## config.mk

```make
export PLATFORM = sky130hd
export DESIGN_NAME = bcd_display_scanner
export DESIGN_NICKNAME = d
export VERILOG_FILES = /design/src/rtl/bcd_display_scanner_pkg.sv /design/src/rtl/bcd_display_scanner_sevenseg.sv /design/src/rtl/bin2bcd.sv /design/src/rtl/bcd_display_scanner.sv
export SDC_FILE = /design/constraint.sdc
export NUM_CORES = 1
export LEC_CHECK = 0
export ABC_AREA = 1
export CAP_MARGIN = 15
export CORE_ASPECT_RATIO = 0.75
export CORE_MARGIN = 3
export CORE_UTILIZATION = 60
export CTS_BUF_LIST = sky130_fd_sc_hd__clkbuf_8
export CTS_CLUSTER_DIAMETER = 150
export DETAILED_ROUTE_END_ITERATION = 16
export DONT_BUFFER_PORTS = 1
export GPL_TIMING_DRIVEN = 0
export HOLD_SLACK_MARGIN = 0.12
export PLACE_DENSITY = 0.85
export SLEW_MARGIN = 20
export SYNTH_ARGS = -nofsm -noshare
export SYNTH_HDL_FRONTEND = slang
export SYNTH_SLANG_ARGS = --single-unit
```

## constraint.sdc

```tcl
create_clock -name clk -period 8.9 [get_ports clk]
set_input_delay 0.89 -clock clk [delete_from_list [all_inputs] [get_ports clk]]
set_output_delay 0.89 -clock clk [all_outputs]
set_load 0.005 [all_outputs]
```

## src/rtl/bcd_display_scanner_pkg.sv

```systemverilog
// bcd_display_scanner_pkg: scan-state encoding and active-low display constants
package bcd_display_scanner_pkg;
  localparam logic [1:0] SCAN_D0 = 2'd0;
  localparam logic [1:0] SCAN_D1 = 2'd1;
  localparam logic [1:0] SCAN_D2 = 2'd2;
  localparam logic [6:0] SEG_0 = 7'b1000000;
  localparam logic [6:0] SEG_1 = 7'b1111001;
  localparam logic [6:0] SEG_2 = 7'b0100100;
  localparam logic [6:0] SEG_3 = 7'b0110000;
  localparam logic [6:0] SEG_4 = 7'b0011001;
  localparam logic [6:0] SEG_5 = 7'b0010010;
  localparam logic [6:0] SEG_6 = 7'b0000010;
  localparam logic [6:0] SEG_7 = 7'b1111000;
  localparam logic [6:0] SEG_8 = 7'b0000000;
  localparam logic [6:0] SEG_9 = 7'b0010000;
  localparam logic [6:0] SEG_DASH = 7'b0111111;
  localparam logic [6:0] SEG_OFF = 7'b1111111;
  localparam logic [3:0] AN_OFF = 4'b1111;
endpackage

```

## src/rtl/bcd_display_scanner_sevenseg.sv

```systemverilog
// bcd_to_sevenseg: 4-bit nibble to active-low {g,f,e,d,c,b,a} segment decoder
module bcd_to_sevenseg
  import bcd_display_scanner_pkg::*;
(
  input  logic [3:0] nib,
  output logic [6:0] seg
);
  always_comb begin
    case (nib)
      4'd0: seg = SEG_0;
      4'd1: seg = SEG_1;
      4'd2: seg = SEG_2;
      4'd3: seg = SEG_3;
      4'd4: seg = SEG_4;
      4'd5: seg = SEG_5;
      4'd6: seg = SEG_6;
      4'd7: seg = SEG_7;
      4'd8: seg = SEG_8;
      4'd9: seg = SEG_9;
      default: seg = SEG_DASH;
    endcase
  end
endmodule

```

## src/rtl/bin2bcd.sv

```systemverilog
// bin2bcd: combinational 8-bit binary to 3-digit BCD (double dabble)
module bin2bcd (
  input  logic [7:0]  bin,
  output logic [11:0] bcd
);
  logic [19:0] s;
  always_comb begin
    s = {12'd0, bin};
    for (int i = 0; i < 8; i++) begin
      s[11:8] = s[11:8] > 4'd4 ? s[11:8] + 4'd3 : s[11:8];
      s[15:12] = s[15:12] > 4'd4 ? s[15:12] + 4'd3 : s[15:12];
      s = s << 1;
    end
  end
  assign bcd = s[19:8];
endmodule

```

## src/rtl/bcd_display_scanner.sv

```systemverilog
// bcd_display_scanner: load a byte, convert to BCD and scan it onto a 3-digit active-low display
module bcd_display_scanner
  import bcd_display_scanner_pkg::*;
#(
  parameter int REFRESH_DIV = 100000
) (
  input  logic        clk,
  input  logic        reset,
  input  logic        en,
  input  logic        load,
  input  logic [7:0]  value_in,
  input  logic        blank_en,
  output logic        upd_done,
  output logic [11:0] bcd_out,
  output logic [3:0]  an,
  output logic [6:0]  seg,
  output logic        dp
);
  localparam int CW = $clog2(REFRESH_DIV);
  logic [7:0] value_q, value_d;
  logic pend_q, pend_d, upd_q, upd_d;
  logic [11:0] bcd_q, bcd_d, bcd_w;
  logic [CW-1:0] cnt_q, cnt_d;
  logic [1:0] state_q, state_d;
  logic [3:0] an_q, an_d, nib;
  logic [6:0] seg_q, seg_d, seg_w;
  logic tc, blank, off;
  bin2bcd u_bin2bcd (.bin(value_q), .bcd(bcd_w));
  bcd_to_sevenseg u_sevenseg (.nib(nib), .seg(seg_w));
  always_comb begin
    value_d = load ? value_in : value_q;
    pend_d = load;
    bcd_d = pend_q ? bcd_w : bcd_q;
    upd_d = pend_q;
    tc = cnt_q == CW'(REFRESH_DIV - 1);
    cnt_d = !en ? cnt_q : tc ? '0 : cnt_q + 1'b1;
    state_d = (!en || !tc) ? state_q : state_q == SCAN_D2 ? SCAN_D0 : state_q + 2'd1;
    nib = state_q == SCAN_D0 ? bcd_q[3:0] : state_q == SCAN_D1 ? bcd_q[7:4] : bcd_q[11:8];
    blank = blank_en && (state_q == SCAN_D2 ? bcd_q[11:8] == 4'd0 :
                         state_q == SCAN_D1 ? bcd_q[11:4] == 8'd0 : 1'b0);
    off = !en || blank;
    an_d = off ? AN_OFF : state_q == SCAN_D0 ? 4'b1110 : state_q == SCAN_D1 ? 4'b1101 : 4'b1011;
    seg_d = off ? SEG_OFF : seg_w;
  end
  always_ff @(posedge clk or posedge reset) begin
    if (reset) begin
      value_q <= '0;
      pend_q <= 1'b0;
      upd_q <= 1'b0;
      bcd_q <= '0;
      cnt_q <= '0;
      state_q <= SCAN_D0;
      an_q <= AN_OFF;
      seg_q <= SEG_OFF;
    end else begin
      value_q <= value_d;
      pend_q <= pend_d;
      upd_q <= upd_d;
      bcd_q <= bcd_d;
      cnt_q <= cnt_d;
      state_q <= state_d;
      an_q <= an_d;
      seg_q <= seg_d;
    end
  end
  assign upd_done = upd_q;
  assign bcd_out = bcd_q;
  assign an = an_q;
  assign seg = seg_q;
  assign dp = 1'b1;
endmodule

```

; After elaboration in Yosys (flattened, before gate mapping)
; Memory sizes are Yosys's and may differ from the RTL's.
; Index checks and enable logic that the tools add are counted.
[word_totals]
mem_count = 1
output_inout_bits = 25
inputBits = 13
romBits = 112
ff_bits = 52
[mem_list]
columns = memory, words, width, read_ports, rd_clocked_by_memory_dff, write_ports, line_no
row1 = (name not given), 16, 7, 1, 0, 0, bcd_display_scanner_sevenseg.sv:9  ; case (nib)
[op_classes]
n_addsub = 15
reduce_logical = 8
n_mux = 23
n_lt_le_gt_ge = 13
n_eq_ne = 3
[op_table]
columns = cell, n
row1 = $mux 4, 13
row2 = $gt 4x3->1 const B, 11
row3 = $add 4x2->4 const B, 10
row4 = $add 17x1->17 const B, 1
row5 = $eq 17x17->1 const B, 1
row6 = $mux 17, 1
row7 = $mux 3, 5
row8 = $logic_not 8->1, 1
row9 = $mux 7, 1
row10 = $add 1x2->3 const B, 2
row11 = $gt 1x3->1 const B, 2
row12 = $logic_not 4->1, 1
row13 = $add 3x2->3 const B, 1
row14 = $add 2x1->2 const B, 1
row15 = $eq 2x1->1 const B, 1
row16 = $eq 2x2->1 const B, 1
row17 = $logic_not 1->1, 2
row18 = $logic_not 2->1, 1
row19 = $logic_or 1x1->1, 2
row20 = $mux 1, 2
row21 = $mux 2, 1
row22 = $logic_and 1x1->1, 1

; Logic depth before layout (Yosys ltp)
; Gate-level depths: netlist of run 1.
[logic_depth]
word_depth = 14
ltp_mapped = 29
depth_no_buf = 29

; Modules after synthesis
; A second synthesis of run 1 with hierarchy kept.
[hier_totals]
cells_unflattened = 426
area_unflattened_um2 = 3370.7
[modules_own_cells]
columns = module, cells_each, instances, area_per_inst_um2
row1 = bcd_display_scanner, 241, 1, 2382.3
row2 = bin2bcd, 150, 1, 800.8
row3 = bcd_to_sevenseg, 35, 1, 187.7

; Least setup slack after synthesis of run 1
; OpenSTA, ideal clock, no wires.
[synth_timing]
kind = reg-to-reg
start = reg value_q[5]
end = reg bcd_q[6] (netlist: bcd_out[6])
period_less_slack_ns = 3.078
n_path_buf = 0
path_slack_ns = 5.822
required_ns = 8.776
arrival_time_ns = 2.954
path_stages_with_launch = 29
setup_ns = 0.124
path_cell_list = dfrtp_1 -> inv_2 -> ha_1 -> inv_1 -> ha_1 -> inv_2 -> nand2_2 -> o21ai_4 -> nand2_2 -> nand2_2 -> nand2_1 -> nand3_2 -> nand2_4 -> nand2_4 -> nand2_1 -> nand2_1 -> inv_2 -> ha_1 -> inv_1 -> nand3_4 -> inv_1 -> nand3_1 -> nand2_1 -> inv_2 -> ha_1 -> o21ai_2 -> nand2_1 -> nand3_1 -> o21ai_1
[synth_via]
elab_chain_cells = 10
elab_cells_between_ends = 24
cone_classes = add/sub (8) / order compare (8) / mux (8)
[synth_rtl]
columns = item, line_no
row1 = "start, declared", bcd_display_scanner.sv:20  ; logic [7:0] value_q, value_d;
row2 = "start signal, assigned", bcd_display_scanner.sv:56  ; value_q <= value_d;
row3 = $add 4x2->4 or $gt 4x3->1 (tied branches), bin2bcd.sv:10  ; s[11:8] = s[11:8] > 4'd4 ? s[11:8] + 4'd3 : s[11:8];
row4 = $mux 4 *, bin2bcd.sv:10
row5 = $add 4x2->4 (tied with other cells), bin2bcd.sv:10
row6 = $mux 4 (on tied branches), "bin2bcd.sv:10, bin2bcd.sv:11"
row7 = $add 4x2->4 (tied with other cells), bin2bcd.sv:10
row8 = $mux 4 (on tied branches), "bin2bcd.sv:10, bin2bcd.sv:11"
row9 = $add 4x2->4 (tied with other cells), bin2bcd.sv:10
row10 = $mux 4 (on tied branches), "bin2bcd.sv:10, bin2bcd.sv:11"
row11 = $add 4x2->4 or $gt 4x3->1 (tied branches), bin2bcd.sv:11  ; s[15:12] = s[15:12] > 4'd4 ? s[15:12] + 4'd3 : s[15:12];
row12 = $mux 4 *, bin2bcd.sv:11
row13 = "end signal, assigned", bcd_display_scanner.sv:50  ; bcd_q <= '0;
row14 = "end signal, assigned", bcd_display_scanner.sv:59  ; bcd_q <= bcd_d;
row15 = "end, declared", bcd_display_scanner.sv:22  ; logic [11:0] bcd_q, bcd_d, bcd_w;
; Mark *: on every way between the ends. The rest lies on a longest branch, timed or not.
; A chain may end at the register's enable or synchronous reset.

; Worst setup path in the final report of run 1
; Same ends and word-level chain as after synthesis.

==> impl_metrics.csv, run 1 <==
group,metric,value,unit
synthesis,syn_area,2980,um^2
clocking,root_buffer,"clkbuf_8",
place,dp.cells,448,
synthesis,synth_warnings,0,
floorplan,rows,21,
routing,wire_per_inst,13.0,um
synthesis,synth-seq-cells,49,
power,p_leak,1.62,nW
sta,layout_min_cycle_time,3.51,ns
routing,viasPerCell,5.45,
sta,post-route-period-util,0.394,
sta,hold_violations,0,
sta,tns,0,ns
place,dpl_cell_area,3080,um^2
power,p_per_area,223,nW/um^2
grt,grt_max_degree,31,
routing,drt_iter0_drc,128,
synthesis,yosysUniqueCellTypes,39,
sta,fin_skew,0.0114,ns
status,outcome,"finished, final reports clean",
routing,route.detailed.drc,0,
finish,fillers,388,
clocking,clk_path_buf_depth,2,
synthesis,synth.top_cell.area_share,0.328,
synthesis,avgSynthCellArea,7.68,um^2
synthesis,synthTopCellsByArea,"dfrtp_1 (33%), nand2_1 (11%), dfstp_2 (8.8%)",
finish,mostFrequentLayoutCells,"nand2_1 (88), inv_1 (58), dfrtp_1 (39)",
critical_path,path_max_fanout,6,
synthesis,synth-seq-area-share,0.416,
clocking,tritoncts,"yes",
clocking,cts_sinks,49,
critical_path,end_kind,"register",
clocking,cts_hold_buf,0,
power,p_total,0.709,mW
critical_path,r2r_setup_slack,5.39,ns
place,dp_hpwl,4700,um
sta,rsz0062_at_grt,"false",
grt,grt_pass1_wl,10200,um
clocking,clock_latency,0.31,ns
critical_path,arrival,3.76,ns
routing,wl,5930,um
hold_path,min_path_cells,0,
sta,max_freq,285,MHz
routing,ant_nets,0,
synthesis,async_reset_ff_frac,1.00,
routing,dr_total_vias,2484,
critical_path,crit_buf_inv,8,
grt,grt.overflow.total,0,
critical_path,r2r_start,"value_q[5]$_DFFE_PP0P_",
hold_path,hold_path.class,"register to register",
clocking,postCtsSetupBuffers,0,
sta,tightest_slew,0.544,ns
synthesis,synth_ff_type,"dfrtp_1",
clocking,ctsResizeCount,0,
finish,syn_to_final_growth,6.59,%
critical_path,reg2reg_depth,29,
critical_path,rr_endpoint,"bcd_out[6]$_DFFE_PP0P_",
hold_path,min_to,"upd_done$_DFF_PP0_",
sta,finalSetupViolations,0,
place,numPortBuffers,0,
critical_path,startpoint_type,"register",
finish,drive_gt1_frac,0.145,
finish,final_area,3180,um^2
clocking,htreeDepth,2,
critical_path,crit_type,"register to register",
grt,grt_pass1_vias,2321,
hold_path,hp-start,"pend_q$_DFF_PP0_",
clocking,clk_pin_slew_worst_paths,0.10,ns
floorplan,chipWidth,87.4,um
finish,layout_commonest_cell,"nand2_1",
synthesis,yosys.area.top_type,"dfrtp_1",
critical_path,critPathSlowestCell,"dfrtp_1",
floorplan,num_io_pins,38,
floorplan,core_area,4620,um^2
finish,nNetsFinal,424,
synthesis,netlist_instances,388,
place,globalplace.congestion,0.841,
grt,antenna_found_initial,0,
critical_path,crit_family,"simple AND/OR/NAND/NOR gates",
clocking,cts_buffers,5,
flow_run,drv_cap,0,
critical_path,cp.required,9.15,ns
floorplan,die_h,67.0,um
synthesis,synth-edff-count,0,
critical_path,cpPeakStageDelay,0.41,ns
sta,slew_violations,0,
finish,n_antenna_cell,0,
finish,layout.cells.non_filler,456,
routing,firstDrtPassIters,4,
floorplan,die_area,5860,um^2
grt,track_usage,0.221,
power,peakVddDrop,0.145,mV
floorplan,initial_core_util,0.644,
sta,slew_headroom,0.636,
[Yosys cell counts (4+ instances only)]
cell	n
nand2_1	88
inv_1	59
dfrtp_1	39
nand3_1	31
nor2_1	23
o21ai_0	22
ha_1	13
nor3_1	13
a21oi_1	12
nand2_2	12
dfstp_2	10
inv_2	7
o21ai_1	6
xor2_1	6
nand2_4	5
buf_4	4
[registers in the layout, summed over array words and instances, names as in the netlist]
| signal | flops |
|---|---|
| an | 3 |
| bcd_out | 10 |
| cnt_q | 17 |
| pend_q | 1 |
| seg | 7 |
| state_q | 2 |
| upd_done | 1 |
| value_q | 8 |
[cell families (layout without fill, tap and decap cells)]
group	after synthesis	in the layout	share of synthesized area
buf+inv	75	84	0.100
xor+xnor	7	7	0.0206
flops	49	49	0.416
simple gates	186	186	0.296
compound gates	55	55	0.107
fa+ha+maj	13	13	0.0546
mux	1	1	0.00378
other cells	2	4	0.00252
[layout make-up]
cell class / count / area [um^2] / share of cell area
multi-input cells: 266 / 1450 / 0.457
flip-flops and latches: 49 / 1240 / 0.390
inverters: 67 / 251 / 0.0792
well taps: 57 / 71.3 / 0.0225
clock buffers: 5 / 68.8 / 0.0217
plain buffers: 8 / 46.3 / 0.0146
clock inverters: 3 / 28.8 / 0.00906
repair buffers: 1 / 20.0 / 0.00630
[layer usage]
layer	wire (um)	GRT usage
met4	48	0.0441
met1	2760	0.281
met3	385	0.0841
met5	0	0
met2	2730	0.362
[how the worst max path moves through the flow]
stage                                       from                     end  slack, ns  depth (start not counted)
final                     value_q[5]$_DFFE_PP0P_  bcd_out[6]$_DFFE_PP0P_       5.39                         29
after global routing      value_q[6]$_DFFE_PP0P_  bcd_out[6]$_DFFE_PP0P_       5.06                         29
after CTS                 value_q[6]$_DFFE_PP0P_  bcd_out[6]$_DFFE_PP0P_       5.39                         29
after detailed placement  value_q[6]$_DFFE_PP0P_  bcd_out[6]$_DFFE_PP0P_       5.41                         29
after global placement    value_q[5]$_DFFE_PP0P_  bcd_out[6]$_DFFE_PP0P_       5.60                         28
after floorplan           value_q[5]$_DFFE_PP0P_  bcd_out[6]$_DFFE_PP0P_       5.82                         28
[metrics by stage]
step	utilization	worst slack, ns	hold slack (ns)
global route	0.687	5.06	0.437
CTS	0.687	5.39	0.432
detailed placement	0.666	5.41	0.409
global placement	0.661	5.60	0.399
finish	0.687	5.39	0.430
floorplan	-	5.82	0.369
[power by group]
group	internal (mW)	total, mW	switching, mW
combinational	0.0881	0.253	0.165
clock	0.0589	0.142	0.0827
sequential	0.273	0.314	0.0413
total	0.420	0.709	0.289
Power figures use the tool's default switching activity.
==> run 2, diff against run 1 <==
Clock period 8.9 ns to 3.6 ns, I/O delays scaled along.
==> run 2 against run 1 <==
Compared with the run above:
- die area is the same
- wire length grew 3.7%
- largest power group unchanged
- clock skew is essentially flat
- global-route usage grew 0.079 points
==> impl_metrics.csv, run 2 (synthesized netlist as in run 1, its figures left out) <==
group,metric,value,unit
status,outcome,"finished, final reports clean",
floorplan,rows,21,
finish,layout_commonest_cell,"nand2_1",
finish,regArea,1240,um^2
clocking,clock_latency,0.31,ns
critical_path,crit_family,"simple AND/OR/NAND/NOR gates",
routing,wl_met2,2870,um
clocking,tritoncts,"yes",
routing,dr_wl_met3,437,um
clocking,clk_path_buf_depth,2,
clocking,clk_pin_slew_worst_paths,0.10,ns
floorplan,die_area,5860,um^2
sta,hold_violations,0,
finish,largest_register_ffs,17,
clocking,cts_sinks,49,
power,peakVddDrop,0.361,mV
floorplan,core_area,4620,um^2
place,dp_hpwl,4700,um
critical_path,crit_top_cell,"inv_2",
critical_path,arrival,3.62,ns
power,p_comb_frac,0.369,
power,p_per_area,552,nW/um^2
sta,finalSetupViolations,0,
finish,mostFrequentLayoutCells,"nand2_1 (86), inv_1 (56), dfrtp_1 (39)",
sta,slew_violations,0,
clocking,htreeDepth,2,
finish,multiInputGateArea,1470,um^2
routing,firstDrtPassIters,4,
routing,drt_iter0_drc,152,
sta,fin_skew,0.0113,ns
critical_path,startpoint_type,"register",
finish,n_antenna_cell,0,
sta,post-route-period-util,0.935,
power,sequentialPowerShare,0.435,
floorplan,chipWidth,87.4,um
power,p_int,1.06,mW
routing,m1WireLength,2730,um
routing,highest_layer,"met4",
critical_path,crit_buf_inv,8,
finish,layout.cells.non_filler,461,
power,p_leak,1.65,nW
sta,max_freq,297,MHz
grt,grt_pass1_vias,2323,
critical_path,cpPeakStageDelay,0.42,ns
power,power_switching,0.729,mW
flow_run,drv_cap,0,
routing,wire_per_inst,13.3,um
routing,wl,6150,um
place,dp.cells,448,
clocking,root_buffer,"clkbuf_8",
place,numPortBuffers,0,
critical_path,path_max_fanout,6,
sta,tightest_slew,0.549,ns
routing,route.detailed.drc,0,
critical_path,cp.required,3.85,ns
sta,tns,0,ns
sta,hold_slack,0.136,ns
critical_path,critPathSlowestCell,"dfrtp_1",
grt,track_usage,0.222,
sta,layout_min_cycle_time,3.37,ns
finish,drive_gt1_frac,0.166,
routing,dr_total_vias,2537,
floorplan,initial_core_util,0.644,
finish,largest_register,"cnt_q",
floorplan,num_io_pins,38,
grt,grt_max_degree,31,
routing,ant_nets,0,
finish,syn_to_final_growth,8.78,%
routing,viasPerCell,5.50,
grt,antenna_found_initial,0,
power,clockPowerShare,0.196,
power,switching_share,0.408,
place,globalplace.congestion,0.841,
floorplan,die_h,67.0,um
grt,grt.overflow.total,0,
finish,fillers,369,
hold_path,hold_path.class,"input pin to register",
sta,slew_headroom,0.633,
clocking,cts_buffers,5,
finish,nNetsFinal,429,
critical_path,end_kind,"register",
grt,grt_pass1_wl,10300,um
critical_path,crit_type,"register to register",
run 2: cell types whose count changed in the layout (fill, tap and decap cells not counted), sizes merged:
cell / change
buf: +3
dlygate4sd3: +2
run 2: area by class of cell:
cell class	instances	share of cell area
Tap cell	57	0.0220
Timing Repair Buffer	6	0.0193
Clock inverter	3	0.00888
Inverter	67	0.0776
Buffer	8	0.0143
Multi-Input combinational cell	266	0.454
Sequential cell	49	0.382
Clock buffer	5	0.0212
run 2: final timing paths:
kind	from	endpoint	slack (ns)	cells after the start
hold reg to reg	pend_q$_DFF_PP0_	upd_done$_DFF_PP0_	0.43	0
setup / recovery	value_q[5]$_DFFE_PP0P_	bcd_out[6]$_DFFE_PP0P_	0.23	27
min in group asynchronous	reset	value_q[3]$_DFFE_PP0P_	0.50	2
max in group asynchronous	reset	an[2]$_DFF_PP1_	2.53	3
setup reg to reg	value_q[5]$_DFFE_PP0P_	bcd_out[6]$_DFFE_PP0P_	0.23	27
hold / removal	load	value_q[7]$_DFFE_PP0P_	0.14	1
run 2: power by group through the flow:
stage / Sequential (mW) / Clock, mW / Combinational (mW)
2_1_floorplan: 0.756 / 0 / 0.513
3_3_place_gp: 0.784 / 0 / 0.583
3_5_place_dp: 0.786 / 0 / 0.619
4_1_cts: 0.777 / 0.358 / 0.624
5_1_grt: 0.796 / 0.378 / 0.752
6_report: 0.778 / 0.351 / 0.659
run 2: timing repair:
action                                  CTS  global route
setup buffers                             0             3
resized for setup                         0             8
endpoints found under the hold margin    20             0
hold buffers                              2             0
endpoints found under the setup margin    0             4
run 2: per-stage QoR:
| stage | utilization | setup WS [ns] | power, mW | instance area [um^2] |
|---|---|---|---|---|
| 6_report | 0.701 | 0.232 | 1.79 | 3240 |
| 5_1_grt | 0.701 | -0.0466 | 1.93 | 3240 |
| 2_1_floorplan | - | 0.522 | 1.27 | 2990 |
| 4_1_cts | 0.691 | 0.0902 | 1.76 | 3200 |
| 3_5_place_dp | 0.666 | 0.107 | 1.40 | 3080 |
| 3_3_place_gp | 0.661 | 0.303 | 1.37 | 3060 |
run 2: metal layers:
layer / up-vias / global-route usage
met5: - / 0
met4: 0 / 0.0441
met3: 12 / 0.0841
met2: 69 / 0.362
met1: 1186 / 0.283
li1: 1270 / -
==> run 3, diff against run 2 <==
Settings changed: PLACE_DENSITY 0.85 to 0.76.
==> run 3 against run 2 <==
Compared with the run above:
- worst hold slack gained 0.0099 ns
- via count shrank 3.7%
- clock-buffer cell count is the same
- power grew 1.2%
- wire length shrank 0.73%
- global-route usage grew 0.69 points
- final area grew 0.15%
- setup slack gained 0.024 ns
- sequential share of layout area shrank 0.059 points
- register-to-register slack gained 0.02 ns
- clock power grew 12%
- first-iteration DRC count grew 8.6%
- largest power group unchanged
==> impl_metrics.csv, run 3 (synthesized netlist as in run 1, its figures left out) <==
group,metric,value,unit
sta,layout_min_cycle_time,3.34,ns
finish,fillers,393,
finish,nNetsFinal,428,
critical_path,crit_type,"register to register",
sta,post-route-period-util,0.929,
critical_path,arrival,3.58,ns
grt,grt_pass1_vias,2226,
floorplan,die_h,67.0,um
power,p_per_area,557,nW/um^2
floorplan,die_area,5860,um^2
routing,drt_iter0_drc,165,
power,peakVddDrop,0.368,mV
finish,largest_register_ffs,17,
finish,n_antenna_cell,0,
clocking,cts_buffers,5,
critical_path,crit_buf_inv,8,
finish,layout.cells.non_filler,460,
place,globalplace.congestion,0.836,
grt,grt_pass1_wl,10300,um
sta,hold_slack,0.146,ns
floorplan,rows,21,
critical_path,critPathSlowestCell,"dfrtp_1",
clocking,clk_pin_slew_worst_paths,0.09,ns
sta,tightest_slew,0.564,ns
routing,route.detailed.drc,0,
place,dpl_cell_area,3080,um^2
grt,antenna_found_initial,0,
floorplan,num_io_pins,38,
sta,fin_skew,0.0106,ns
finish,mostFrequentLayoutCells,"nand2_1 (86), inv_1 (58), dfrtp_1 (39)",
flow_run,drv_cap,0,
critical_path,crit_top_cell,"inv_2",
floorplan,core_area,4620,um^2
critical_path,crit_family,"simple AND/OR/NAND/NOR gates",
critical_path,cpPeakStageDelay,0.40,ns
grt,grt_max_degree,36,
clocking,cts_sinks,49,
sta,max_freq,299,MHz
finish,syn_to_final_growth,8.95,%
sta,finalSetupViolations,0,
finish,layout_commonest_cell,"nand2_1",
clocking,htreeDepth,2,
sta,setup_ws,0.256,ns
critical_path,cp.required,3.84,ns
clocking,tritoncts,"yes",
status,outcome,"finished, final reports clean",
place,pre_cts_slack,0.196,ns
floorplan,initial_core_util,0.644,
routing,viasPerCell,5.31,
finish,drive_gt1_frac,0.159,
hold_path,hold_path.class,"input pin to register",
critical_path,path_max_fanout,6,
floorplan,chipWidth,87.4,um
finish,largest_register,"cnt_q",
clocking,clk_path_buf_depth,2,
finish,final_area,3250,um^2
place,numPortBuffers,0,
routing,wire_per_inst,13.3,um
routing,wl,6100,um
grt,track_usage,0.229,
sta,slew_headroom,0.623,
place,dp_hpwl,4690,um
place,dp.cells,448,
sta,slew_violations,0,
routing,ant_nets,0,
power,p_total,1.81,mW
routing,dr_total_vias,2442,
clocking,root_buffer,"clkbuf_8",
routing,firstDrtPassIters,5,
power,p_leak,1.65,nW
sta,hold_violations,0,
grt,grt.overflow.total,0,
clocking,clock_latency,0.31,ns
critical_path,end_kind,"register",
critical_path,startpoint_type,"register",
[run 3: cell types whose count changed in the layout (fill, tap and decap cells not counted), sizes merged]
cell,delta
buf,-1
inv,-1
bufinv,+1
[run 3: timing repair]
| item | in CTS | in global routing |
|---|---|---|
| setup buffers | 0 | 2 |
| hold buffers | 2 | 0 |
| setup endpoints to repair | 0 | 6 |
| endpoints found under the hold margin | 14 | 0 |
| resized for setup | 0 | 7 |
[run 3: final timing paths]
kind	from	to	slack [ns]	cells after the start
setup / recovery	value_q[5]$_DFFE_PP0P_	bcd_out[6]$_DFFE_PP0P_	0.26	27
hold / removal	load	value_q[7]$_DFFE_PP0P_	0.15	1
setup reg to reg	value_q[5]$_DFFE_PP0P_	bcd_out[6]$_DFFE_PP0P_	0.26	27
hold reg to reg	pend_q$_DFF_PP0_	upd_done$_DFF_PP0_	0.43	0
max in group asynchronous	reset	an[2]$_DFF_PP1_	2.57	3
min in group asynchronous	reset	value_q[2]$_DFFE_PP0P_	0.46	2
[run 3: metal layers]
layer / track usage / vias up / part of all wire
li1: - / 1256 / -
met1: 0.339 / 1110 / 0.50
met2: 0.327 / 71 / 0.42
met3: 0.0655 / 5 / 0.072
met4: 0.0575 / 0 / 0.0095
met5: 0 / - / 0
[run 3: where the power goes]
group	switching, mW	internal [mW]	total [mW]
registers	0.108	0.675	0.783
clock network	0.188	0.204	0.392
logic	0.407	0.228	0.634
total	0.703	1.11	1.81
[run 3: per-stage QoR]
stage	TNS (ns)	util
final	0	0.702
after detailed placement	0	0.666
after global routing	-0.0560	0.702
after global placement	0	0.661
after CTS	0	0.693
after floorplan	0	-
[run 3: final cells by class]
cell class | count | area [um^2] | area share
inverters | 67 | 251 | 0.0775
plain buffers | 8 | 46.3 | 0.0143
multi-input cells | 266 | 1480 | 0.455
clock buffers | 5 | 68.8 | 0.0212
clock inverters | 3 | 38.8 | 0.0120
well taps | 57 | 71.3 | 0.0220
repair buffers | 5 | 55.1 | 0.0170
flip-flops and latches | 49 | 1240 | 0.382
